`config.mk`:
```
export PLATFORM = sky130hd
export DESIGN_NAME = mul_arbiter
export DESIGN_NICKNAME = d
export VERILOG_FILES = /design/src/rtl/mul_arbiter_mul.sv /design/src/rtl/mul_arbiter.sv
export SDC_FILE = /design/constraint.sdc
export NUM_CORES = 1
export LEC_CHECK = 0
export CORE_AREA = 2 2 90 109
export CTS_CLUSTER_DIAMETER = 30
export DETAILED_ROUTE_END_ITERATION = 7
export DIE_AREA = 0 0 92 111
export PLACE_DENSITY = 0.85
export SLEW_MARGIN = 5
export SYNTH_ARGS = -nofsm -noshare
export SYNTH_HDL_FRONTEND = slang
export SYNTH_HIERARCHICAL = 1
export SYNTH_SLANG_ARGS = --single-unit
export TNS_END_PERCENT = 10
```
`constraint.sdc`:
```
create_clock -name clk -period 5.92 [get_ports clk]
set_input_delay 0.592 -clock clk [delete_from_list [all_inputs] [get_ports clk]]
set_output_delay 0.592 -clock clk [all_outputs]
set_load 0.01 [all_outputs]
```
`src/rtl/mul_arbiter_mul.sv`:
```
// Full-precision signed multiplier shared by the arbitrated requesters.
// Purely combinational; the caller registers both operands and product.
module mul_arbiter_mul #(
   parameter int WIDTH_A = 8,
   parameter int WIDTH_B = 8,
   parameter int WIDTH_P = WIDTH_A + WIDTH_B
) (
   input  logic signed [WIDTH_A-1:0] a,
   input  logic signed [WIDTH_B-1:0] b,
   output logic signed [WIDTH_P-1:0] p
);

   // Sign-extend both operands to the product width so the multiply cannot overflow.
   assign p = WIDTH_P'(a) * WIDTH_P'(b);

endmodule

```
`src/rtl/mul_arbiter.sv`:
```
// Round-robin arbiter feeding NUM_REQ requesters into one signed multiplier.
// Two-stage pipeline: S1 holds the granted operands, S2 holds the product.
module mul_arbiter #(
   parameter int NUM_REQ          = 4,
   parameter int WIDTH_MUL_INPUT1 = 8,
   parameter int WIDTH_MUL_INPUT2 = 8,
   parameter int WIDTH_MUL        = WIDTH_MUL_INPUT1 + WIDTH_MUL_INPUT2,
   localparam int ID_W            = (NUM_REQ > 1) ? $clog2(NUM_REQ) : 1
) (
   input  logic                                  clk,
   input  logic                                  rst,
   input  logic [NUM_REQ-1:0]                    req_valid,
   output logic [NUM_REQ-1:0]                    req_ready,
   input  logic [NUM_REQ*WIDTH_MUL_INPUT1-1:0]   req_a,
   input  logic [NUM_REQ*WIDTH_MUL_INPUT2-1:0]   req_b,
   output logic                                  res_valid,
   input  logic                                  res_ready,
   output logic signed [WIDTH_MUL-1:0]           res_data,
   output logic [ID_W-1:0]                       res_id
);

   logic signed [WIDTH_MUL_INPUT1-1:0] a_arr [NUM_REQ];
   logic signed [WIDTH_MUL_INPUT2-1:0] b_arr [NUM_REQ];

   logic                               s1_vld_q, s1_vld_d;
   logic signed [WIDTH_MUL_INPUT1-1:0] s1_a_q, s1_a_d;
   logic signed [WIDTH_MUL_INPUT2-1:0] s1_b_q, s1_b_d;
   logic [ID_W-1:0]                    s1_id_q, s1_id_d;
   logic                               s2_vld_q, s2_vld_d;
   logic signed [WIDTH_MUL-1:0]        s2_data_q, s2_data_d;
   logic [ID_W-1:0]                    s2_id_q, s2_id_d;
   logic [ID_W-1:0]                    rr_ptr_q, rr_ptr_d;

   logic                               s1_en, s2_en;
   logic                               gnt_found, accept;
   logic [ID_W-1:0]                    gnt_idx, idx;
   logic signed [WIDTH_MUL-1:0]        prod;

   always_comb begin
      for (int i = 0; i < NUM_REQ; i++) begin
         a_arr[i] = req_a[i*WIDTH_MUL_INPUT1 +: WIDTH_MUL_INPUT1];
         b_arr[i] = req_b[i*WIDTH_MUL_INPUT2 +: WIDTH_MUL_INPUT2];
      end
   end

   // Round-robin search: first valid requester at or after rr_ptr, wrapping.
   always_comb begin
      gnt_found = 1'b0;
      gnt_idx   = '0;
      idx       = '0;
      for (int k = 0; k < NUM_REQ; k++) begin
         idx = ID_W'((int'(rr_ptr_q) + k) % NUM_REQ);
         if (!gnt_found && req_valid[idx]) begin
            gnt_found = 1'b1;
            gnt_idx   = idx;
         end
      end
   end

   assign s2_en  = !s2_vld_q || res_ready;
   assign s1_en  = !s1_vld_q || s2_en;
   assign accept = gnt_found && s1_en && !rst;

   mul_arbiter_mul #(
      .WIDTH_A (WIDTH_MUL_INPUT1),
      .WIDTH_B (WIDTH_MUL_INPUT2),
      .WIDTH_P (WIDTH_MUL)
   ) u_mul (
      .a (s1_a_q),
      .b (s1_b_q),
      .p (prod)
   );

   always_comb begin
      req_ready = '0;
      s1_vld_d  = s1_vld_q;
      s1_a_d    = s1_a_q;
      s1_b_d    = s1_b_q;
      s1_id_d   = s1_id_q;
      s2_vld_d  = s2_vld_q;
      s2_data_d = s2_data_q;
      s2_id_d   = s2_id_q;
      rr_ptr_d  = rr_ptr_q;
      if (accept) begin
         req_ready[gnt_idx] = 1'b1;
         s1_a_d             = a_arr[gnt_idx];
         s1_b_d             = b_arr[gnt_idx];
         s1_id_d            = gnt_idx;
         rr_ptr_d           = ID_W'((int'(gnt_idx) + 1) % NUM_REQ);
      end
      if (s1_en) s1_vld_d = accept;
      // Product and id only move when S1 really holds an operation, so S2 stays stable otherwise.
      if (s2_en) begin
         s2_vld_d = s1_vld_q;
         if (s1_vld_q) begin
            s2_data_d = prod;
            s2_id_d   = s1_id_q;
         end
      end
   end

   always_ff @(posedge clk) begin
      if (rst) begin
         s1_vld_q  <= 1'b0;
         s1_a_q    <= '0;
         s1_b_q    <= '0;
         s1_id_q   <= '0;
         s2_vld_q  <= 1'b0;
         s2_data_q <= '0;
         s2_id_q   <= '0;
         rr_ptr_q  <= '0;
      end else begin
         s1_vld_q  <= s1_vld_d;
         s1_a_q    <= s1_a_d;
         s1_b_q    <= s1_b_d;
         s1_id_q   <= s1_id_d;
         s2_vld_q  <= s2_vld_d;
         s2_data_q <= s2_data_d;
         s2_id_q   <= s2_id_d;
         rr_ptr_q  <= rr_ptr_d;
      end
   end

   assign res_valid = s2_vld_q;
   assign res_data  = s2_data_q;
   assign res_id    = s2_id_q;

endmodule
```
==> impl_results.md, run 1 <==
* Outcome: finished clean
* Maximum clock rate at 0.218 GHz
* Worst-margin pin slew at between 1000 and 1500 ps
* Post-CTS setup buffers at 0
* Crit path kind: register to register
* Number of I/O pins at between 90 and 100
* Avg Cell Area, Syn at 8.65 sq um
* Worst Skew at roughly 3.1 ps
* Post-synthesis cell count at 544
* Cell chain of the critical path: nand2b_1 > fa_1 > fa_1 > inv_1 > fa_1 > inv_1 > fa_1 > inv_1 > ha_1 > a21o_1 > a21oi_4 > a21boi_1 > or4_1 > nand3_1 > nand2_1 > a21oi_1
* Clock Tree Buf Depth at 2
* Initial DRC count at 178
* Routability congestion estimate at 0.876
* Compound-cell area share of the yosys netlist at 0.146
* Clock-pin slew on the worst setup and hold paths at 60 ps
* Final Non-Filler Cells at 742
* Clock sinks at 40
* Final core occ at 0.625
* Synth Cell Area at 0.00471 sq mm
* Final WL at 10800 um
* Post-synthesis xor/xnor area fraction at 0.0279
* Largest net degree at the start of global routing at 33
* Ys flop type: dfxtp_1
* Critical Path RT at 6120 ps
* Drt drc at 0
* All-Layer GR Usage at 0.219
* EDFF count, synth at 0
* Worst-path fanout max at 10
* IO buf count at 93
* Drt first pass iters at 4
* Cts repair resizes at 0
* Num CTS Buffers at 5
* CTS Root Cell: clkbuf_16
* Time the worst path needs with I/O delays and setup at 4590 ps
* Clk_lat worst skew at roughly 280 ps
* Core ar. at 0.00927 sq mm
* Yosys warning count at 6
* RSZ-0062 raised after global routing: no
* Tcrit/Tclk final at 0.775
* Worst R2R Setup Slack at 1330 ps
* Cell count after placement at 735
* PD cells at 329 mW/mm^2
* Largest family of logic cells by synthesized area: adder cells
* H-tree depth at 2
* Remaining global-route overflow at 0
* Via count at 4010
* Simple-gate share of the synthesized area at 0.202
* HP Class: register to register
* Fraction of layout cells with a size suffix above 1 at 0.0404
* Slew Viols, Final at 0
* DP HPWL at 8700 um
* Yosys reg bits at 40
* Number of diodes at 0
* Netlist cell types at 49
* Critical Path Max Stage Delay at 580 ps
* First-pass GRT wire length at around 18000 um
* Remaining antenna violation count at 0
* Hold Vio Cnt, Final at 0
* Sequential fraction of the synthesis area at 0.170
* Initial antenna violation count at 0
* FP Rows at 39
* Synth Net Count at 699
* Adder-cell area share of the yosys netlist at 0.311
* Vias/cell at between 5 and 6
* Area of the die at 0.0102 sq mm
* Initial Utilization at 0.508
* Chip height at 111 um
* Slew headroom at 0.221
* Proportion of synthesized area in mux cells at 0.0447
* Buffer and inverter count on the worst path at 3
* Post-synth ARST share at 0
* Worst vdd ir at about 0.00015 V
* Critical Path Source: s1_b_q[7]$_SDFFE_PP0P_
* Post-DR wirelength/cell at ~15 um
* Critical Path Slowest Stage Cell: fa_1
* Critical path arrival at 4790 ps
* Maxcap violations at 0
* Crit path top cell by count: fa_1
* Startpoint types: register
* Vias in the first global route at 4094
* P_leak at ~2.6 nW
* Reg-to-Reg Start: s1_b_q[7]$_SDFFE_PP0P_
* Nets at slightly below 800
* Die width at about 90 um
* Count of hold-fix buffers inserted at cts at 0
* Min-delay src: res_data[11]$_SDFFE_PP0P_
* Cell Area, Placed at 0.00566 sq mm
* Synth-to-Final Area Change at 23.2%
* # fillers at 783
* Top cell family by delay on the critical path: adder cells
* CTS tree: yes
* Final setup violation count at 0
* Final instance area at ~0.0058 sq mm
* Final Total Pwr at 1.91 mW
* Total Neg Setup Slack at 0 ps
* Worst setup EP type: register
per-stage QoR:
stage                     setup WS (ps)  hold slack, ps
after floorplan                    1680             431
after global placement             1490             442
after detailed placement           1330             447
after CTS                          1320             455
after global routing               1100             470
final                              1330             451
registers in the layout, summed over array words and instances (netlist names):
signal and count:
s1_a_q 8, s1_b_q 8, rr_ptr_q 2, res_id 2, s1_vld_q 1, s1_id_q 2
res_data 16, res_valid 1
where the power goes:
group,total [mW],switching [mW],internal (mW)
sequential,0.419,0.0815,0.338
combinational,1.23,0.661,0.568
clock,0.258,0.105,0.153
total,1.91,0.847,1.06
kinds of logic (layout without fill, tap and decap cells):
kind of cell,count (synthesis),count (layout)
adder cells (fa/ha/maj),84,84
XOR/XNOR,15,15
multiplexers,20,20
AND/OR/NAND/NOR,180,180
buffers and inverters,112,187
AO/OA/AOI/OAI,93,93
flip-flops,40,40
Yosys cell counts (2+ instances only):
cell,number,area share
a211o_1,9,0.017
a211oi_1,2,0.0032
a21oi_1,29,0.031
a21oi_2,2,0.0037
a32o_1,9,0.019
a32oi_1,7,0.013
and2_1,48,0.064
buf_2,7,0.0074
buf_6,4,0.0096
clkbuf_1,14,0.011
dfxtp_1,40,0.17
fa_1,55,0.23
ha_1,29,0.077
inv_1,86,0.069
mux2_2,8,0.019
mux2i_1,12,0.026
nand2_1,49,0.039
nand2b_1,6,0.0080
nand3_1,16,0.017
nand4_1,15,0.020
nor2_1,19,0.015
nor2b_1,12,0.016
nor3_1,5,0.0053
o211ai_1,20,0.032
o21a_1,2,0.0032
o21ai_0,3,0.0032
xnor2_1,13,0.024
xor2_1,2,0.0037
routing by layer:
layer  global-route usage  wire length [um]  vias to the layer above
met1                0.250              4360                     1890
met4               0.0746               263                        0
li1                     -                 -                     1955
met5                    0                 0                        -
met2                0.405              5640                      137
met3               0.0381               570                       28
cell usage in the layout, fill, tap and decap left out, types with 9 or more instances in the layout:
cell type / n
dfxtp_1: 40
ha_1: 29
xnor2_1: 13
inv_1: 86
fa_1: 55
a211o_1: 9
o211ai_1: 20
a32o_1: 9
nand4_1: 15
nand3_1: 16
mux2i_1: 12
clkdlybuf4s50_1: 93
nor2b_1: 12
nor2_1: 19
and2_1: 48
a21oi_1: 29
nand2_1: 49
final cells by class:
type	instances	area, sq um	area share
Inverter	86	323	0.0557
Timing Repair Buffer	94	938	0.162
Multi-Input combinational cell	392	3440	0.594
Clock buffer	5	125	0.0216
Sequential cell	40	801	0.138
Tap cell	123	154	0.0265
Clock inverter	2	12.5	0.00216
final timing paths:
path                               endpoint  cells after the start
setup / recovery  res_data[11]$_SDFFE_PP0P_                     16
hold / removal    res_data[11]$_SDFFE_PP0P_                      2
setup reg to reg  res_data[11]$_SDFFE_PP0P_                     16
hold reg to reg   res_data[11]$_SDFFE_PP0P_                      2
worst min-delay path: cells and delay by family (launching register included):
kind            cells  cell delay [ps]
flops               1              300
compound gates      1               50
simple gates        1               50
Note: power is estimated with default switching activity, not from simulation.
==> run 2, diff against run 1 <==
- CORE_AREA: 2 2 90 109 -> 2 2 94 114
- DIE_AREA: 0 0 92 111 -> 0 0 96 116
- PLACE_DENSITY: 0.85 -> 0.82
- clock period: 5.92 -> 3.83 ns (I/O delays scaled with it)
==> run 2 against run 1 <==
The flow now finishes with violations (setup timing); non-clock buffer count is 57 higher; critical path depth did not move; register-to-register slack got worse by 1700 ps; routed wire length increased by 11%; cell area rose by 11%; via count increased by 7.2%; die area grew 9.0%; global-route usage about the same.
==> impl_results.md, run 2 (synthesized netlist as in run 1, its figures left out) <==
* Commonest non-fill, non-tap cells in the layout: clkdlybuf4s50_1, inv_1, buf_4, fa_1, nand2_1 (was clkdlybuf4s50_1, inv_1, fa_1, nand2_1, and2_1)
* P_leak at 2.88 nW (was 2.56 nW)
* DP HPWL at 9700 um (was 8700 um)
* IO buf count at 93 (unchanged)
* All-Layer GR Usage at 0.219 (about the same)
* FP Rows at 40 (was 39)
* Clock sinks at 40 (unchanged)
* Final WL at 12000 um (was 10800 um)
* Final setup violation count at 8 (was 0)
* HP Class: register to register (unchanged)
* Slew Viols, Final at 0 (unchanged)
* Buffer and inverter count on the worst path at 3 (unchanged)
* Critical Path Slowest Stage Cell: fa_1 (unchanged)
* Num CTS Buffers at 5 (unchanged)
* Area of the die at 0.0111 sq mm (was 0.0102 sq mm)
* Largest register FFs at 16 (unchanged)
* Worst setup EP type: register (unchanged)
* Crit path top cell by count: fa_1 (unchanged)
* Number of diodes at 0 (unchanged)
* Critical Path RT at 4040 ps (was 6120 ps)
* Clock Tree Buf Depth at 2 (unchanged)
* Count of hold-fix buffers inserted at cts at 0 (unchanged)
* Slew headroom at 0.202 (was 0.221)
* Remaining global-route overflow at 0 (unchanged)
* Clock-pin slew on the worst setup and hold paths at 70 ps (was 60 ps)
* Maximum clock rate at 0.236 GHz (was 0.218 GHz)
* Worst-path fanout max at 6 (was 10)
* Remaining antenna violation count at 0 (unchanged)
* Crit path kind: register to register (unchanged)
* # fillers at 769 (was 783)
* Drt drc at 0 (unchanged)
* CTS Root Cell: clkbuf_16 (unchanged)
* Hold Vio Cnt, Final at 0 (unchanged)
* Post-DR wirelength/cell at 15.0 um (was 14.6 um)
* CTS tree: yes (unchanged)
* Critical Path Max Stage Delay at 550 ps (was 580 ps)
* Hold Worst Slack at 452 ps (was 451 ps)
* Tcrit/Tclk final at 1.11 (was 0.775)
* Vias in the first global route at 4410 (was 4094)
* H-tree depth at 2 (unchanged)
* Top cell family by delay on the critical path: adder cells (unchanged)
* Synth-to-Final Area Change at 36.8% (was 23.2%)
* Via count at 4298 (was 4010)
* Final core occ at 0.647 (was 0.625)
* Clk_lat worst skew at 290 ps (was 280 ps)
* Largest net degree at the start of global routing at 33 (unchanged)
* Worst Skew at 8.09 ps (was 3.09 ps)
* Worst-margin pin slew at 1190 ps (was 1170 ps)
* Routability congestion estimate at 0.905 (was 0.876)
* PD cells at 551 mW/mm^2 (was 329 mW/mm^2)
* Time the worst path needs with I/O delays and setup at 4240 ps (was 4590 ps)
* Number of I/O pins at 94 (unchanged)
* Failing checks: setup timing
* First-pass GRT wire length at 19400 um (was 18300 um)
* Cell chain of the critical path: buf_4 > and2_1 > fa_1 > fa_1 > fa_1 > inv_1 > fa_1 > inv_1 > ha_2 > o21ai_0 > a21oi_1 > nand3_1 > o21ai_1 > xor2_1 > nand2_1 > a21oi_1 (was nand2b_1 > fa_1 > fa_1 > inv_1 > fa_1 > inv_1 > fa_1 > inv_1 > ha_1 > a21o_1 > a21oi_4 > a21boi_1 > or4_1 > nand3_1 > nand2_1 > a21oi_1)
* Drt first pass iters at 4 (unchanged)
* Die width at 96 um (was 92 um)
* Vias/cell at 5.35 (was 5.40)
* Final WS setup at -408 ps (was 1330 ps)
* Commonest non-fill, non-tap cell in the layout: clkdlybuf4s50_1 (unchanged)
* Startpoint types: register (unchanged)
* Fraction of layout cells with a size suffix above 1 at 0.180 (was 0.0404)
* Initial DRC count at 150 (was 178)
* Worst vdd ir at 0.000256 V (was 0.000149 V)
* Outcome: finished, violations left (was finished clean)
* Core ar. at 0.00996 sq mm (was 0.00927 sq mm)
* Chip height at 116 um (was 111 um)
* Initial antenna violation count at 0 (unchanged)
* RSZ-0062 raised after global routing: yes (was no)
* Nets at 831 (was 774)
* Critical path arrival at 4450 ps (was 4790 ps)
* Initial Utilization at 0.473 (was 0.508)
* Maxcap violations at 0 (unchanged)
-- run 2: cell count changes in the layout (fill, tap and decap cells not counted), moves of 6 or more --
cell and change:
buf_4 +56, ha_1 -9, and2_4 +6, ha_4 +7
dfxtp_2 +9, dfxtp_1 -12, and2_1 -6
-- run 2: final timing paths --
kind	startpoint	end	slack, ps	cells past startpoint
worst min-delay path	res_data[13]$_SDFFE_PP0P_	res_data[13]$_SDFFE_PP0P_	450	2
worst min register to register	res_data[13]$_SDFFE_PP0P_	res_data[13]$_SDFFE_PP0P_	450	2
worst max-delay path	s1_b_q[6]$_SDFFE_PP0P_	res_data[14]$_SDFFE_PP0P_	-410	16
worst max register to register	s1_b_q[6]$_SDFFE_PP0P_	res_data[14]$_SDFFE_PP0P_	-410	16
-- run 2: repair_timing --
item                                    in CTS  in global routing
pin swaps                                   12                 13
gates resized for setup                     21                 12
buffers inserted                             1                  0
endpoints found under the setup margin       8                  8
-- run 2: cell type report --
cell class | instances | area (sq um) | share of cell area
Clock buffer | 5 | 125 | 0.0194
Clock inverter | 3 | 46.3 | 0.00719
Timing Repair Buffer | 151 | 1370 | 0.213
Tap cell | 126 | 158 | 0.0245
Sequential cell | 40 | 823 | 0.128
Multi-Input combinational cell | 392 | 3600 | 0.558
Inverter | 86 | 323 | 0.0501
-- run 2: worst min-delay path, stage by stage (launching register included) --
cell and delay (ps):
dfxtp_1 310, nand2_1 50, a21oi_1 50
-- run 2: through the flow --
stage / worst slack, ps / power [mW] / instances / setup TNS [ps] / area [sq um]
after detailed placement: -455 / 2.90 / 794 / -2430 / 6130
after CTS: -379 / 3.48 / 803 / -2100 / 6390
after global routing: -554 / 3.88 / 803 / -3610 / 6440
final: -408 / 3.55 / 803 / -2310 / 6440
after global placement: -292 / 2.80 / 794 / -1490 / 6130
after floorplan: -183 / 2.11 / 544 / -722 / 4750
-- run 2: per-layer routing --
layer / track usage / vias up / share of wire
met5: 0 / - / 0
li1: - / 2068 / -
met1: 0.236 / 2029 / 0.38
met2: 0.417 / 174 / 0.53
met4: 0.0914 / 0 / 0.031
met3: 0.0332 / 27 / 0.058
-- run 2: report_power, final --
group | internal [mW] | leakage [nW] | switching (mW)
Sequential | 0.531 | 0.334 | 0.0946
Combinational | 1.23 | 2.46 | 1.20
Clock | 0.310 | 0.0804 | 0.180
Total | 2.07 | 2.88 | 1.48
==> run 3, diff against run 2 <==
- CTS_CLUSTER_SIZE: unset -> 16
==> results of run 3 <==
No change in the layout: final DEF, timing and power equal those of run 2.
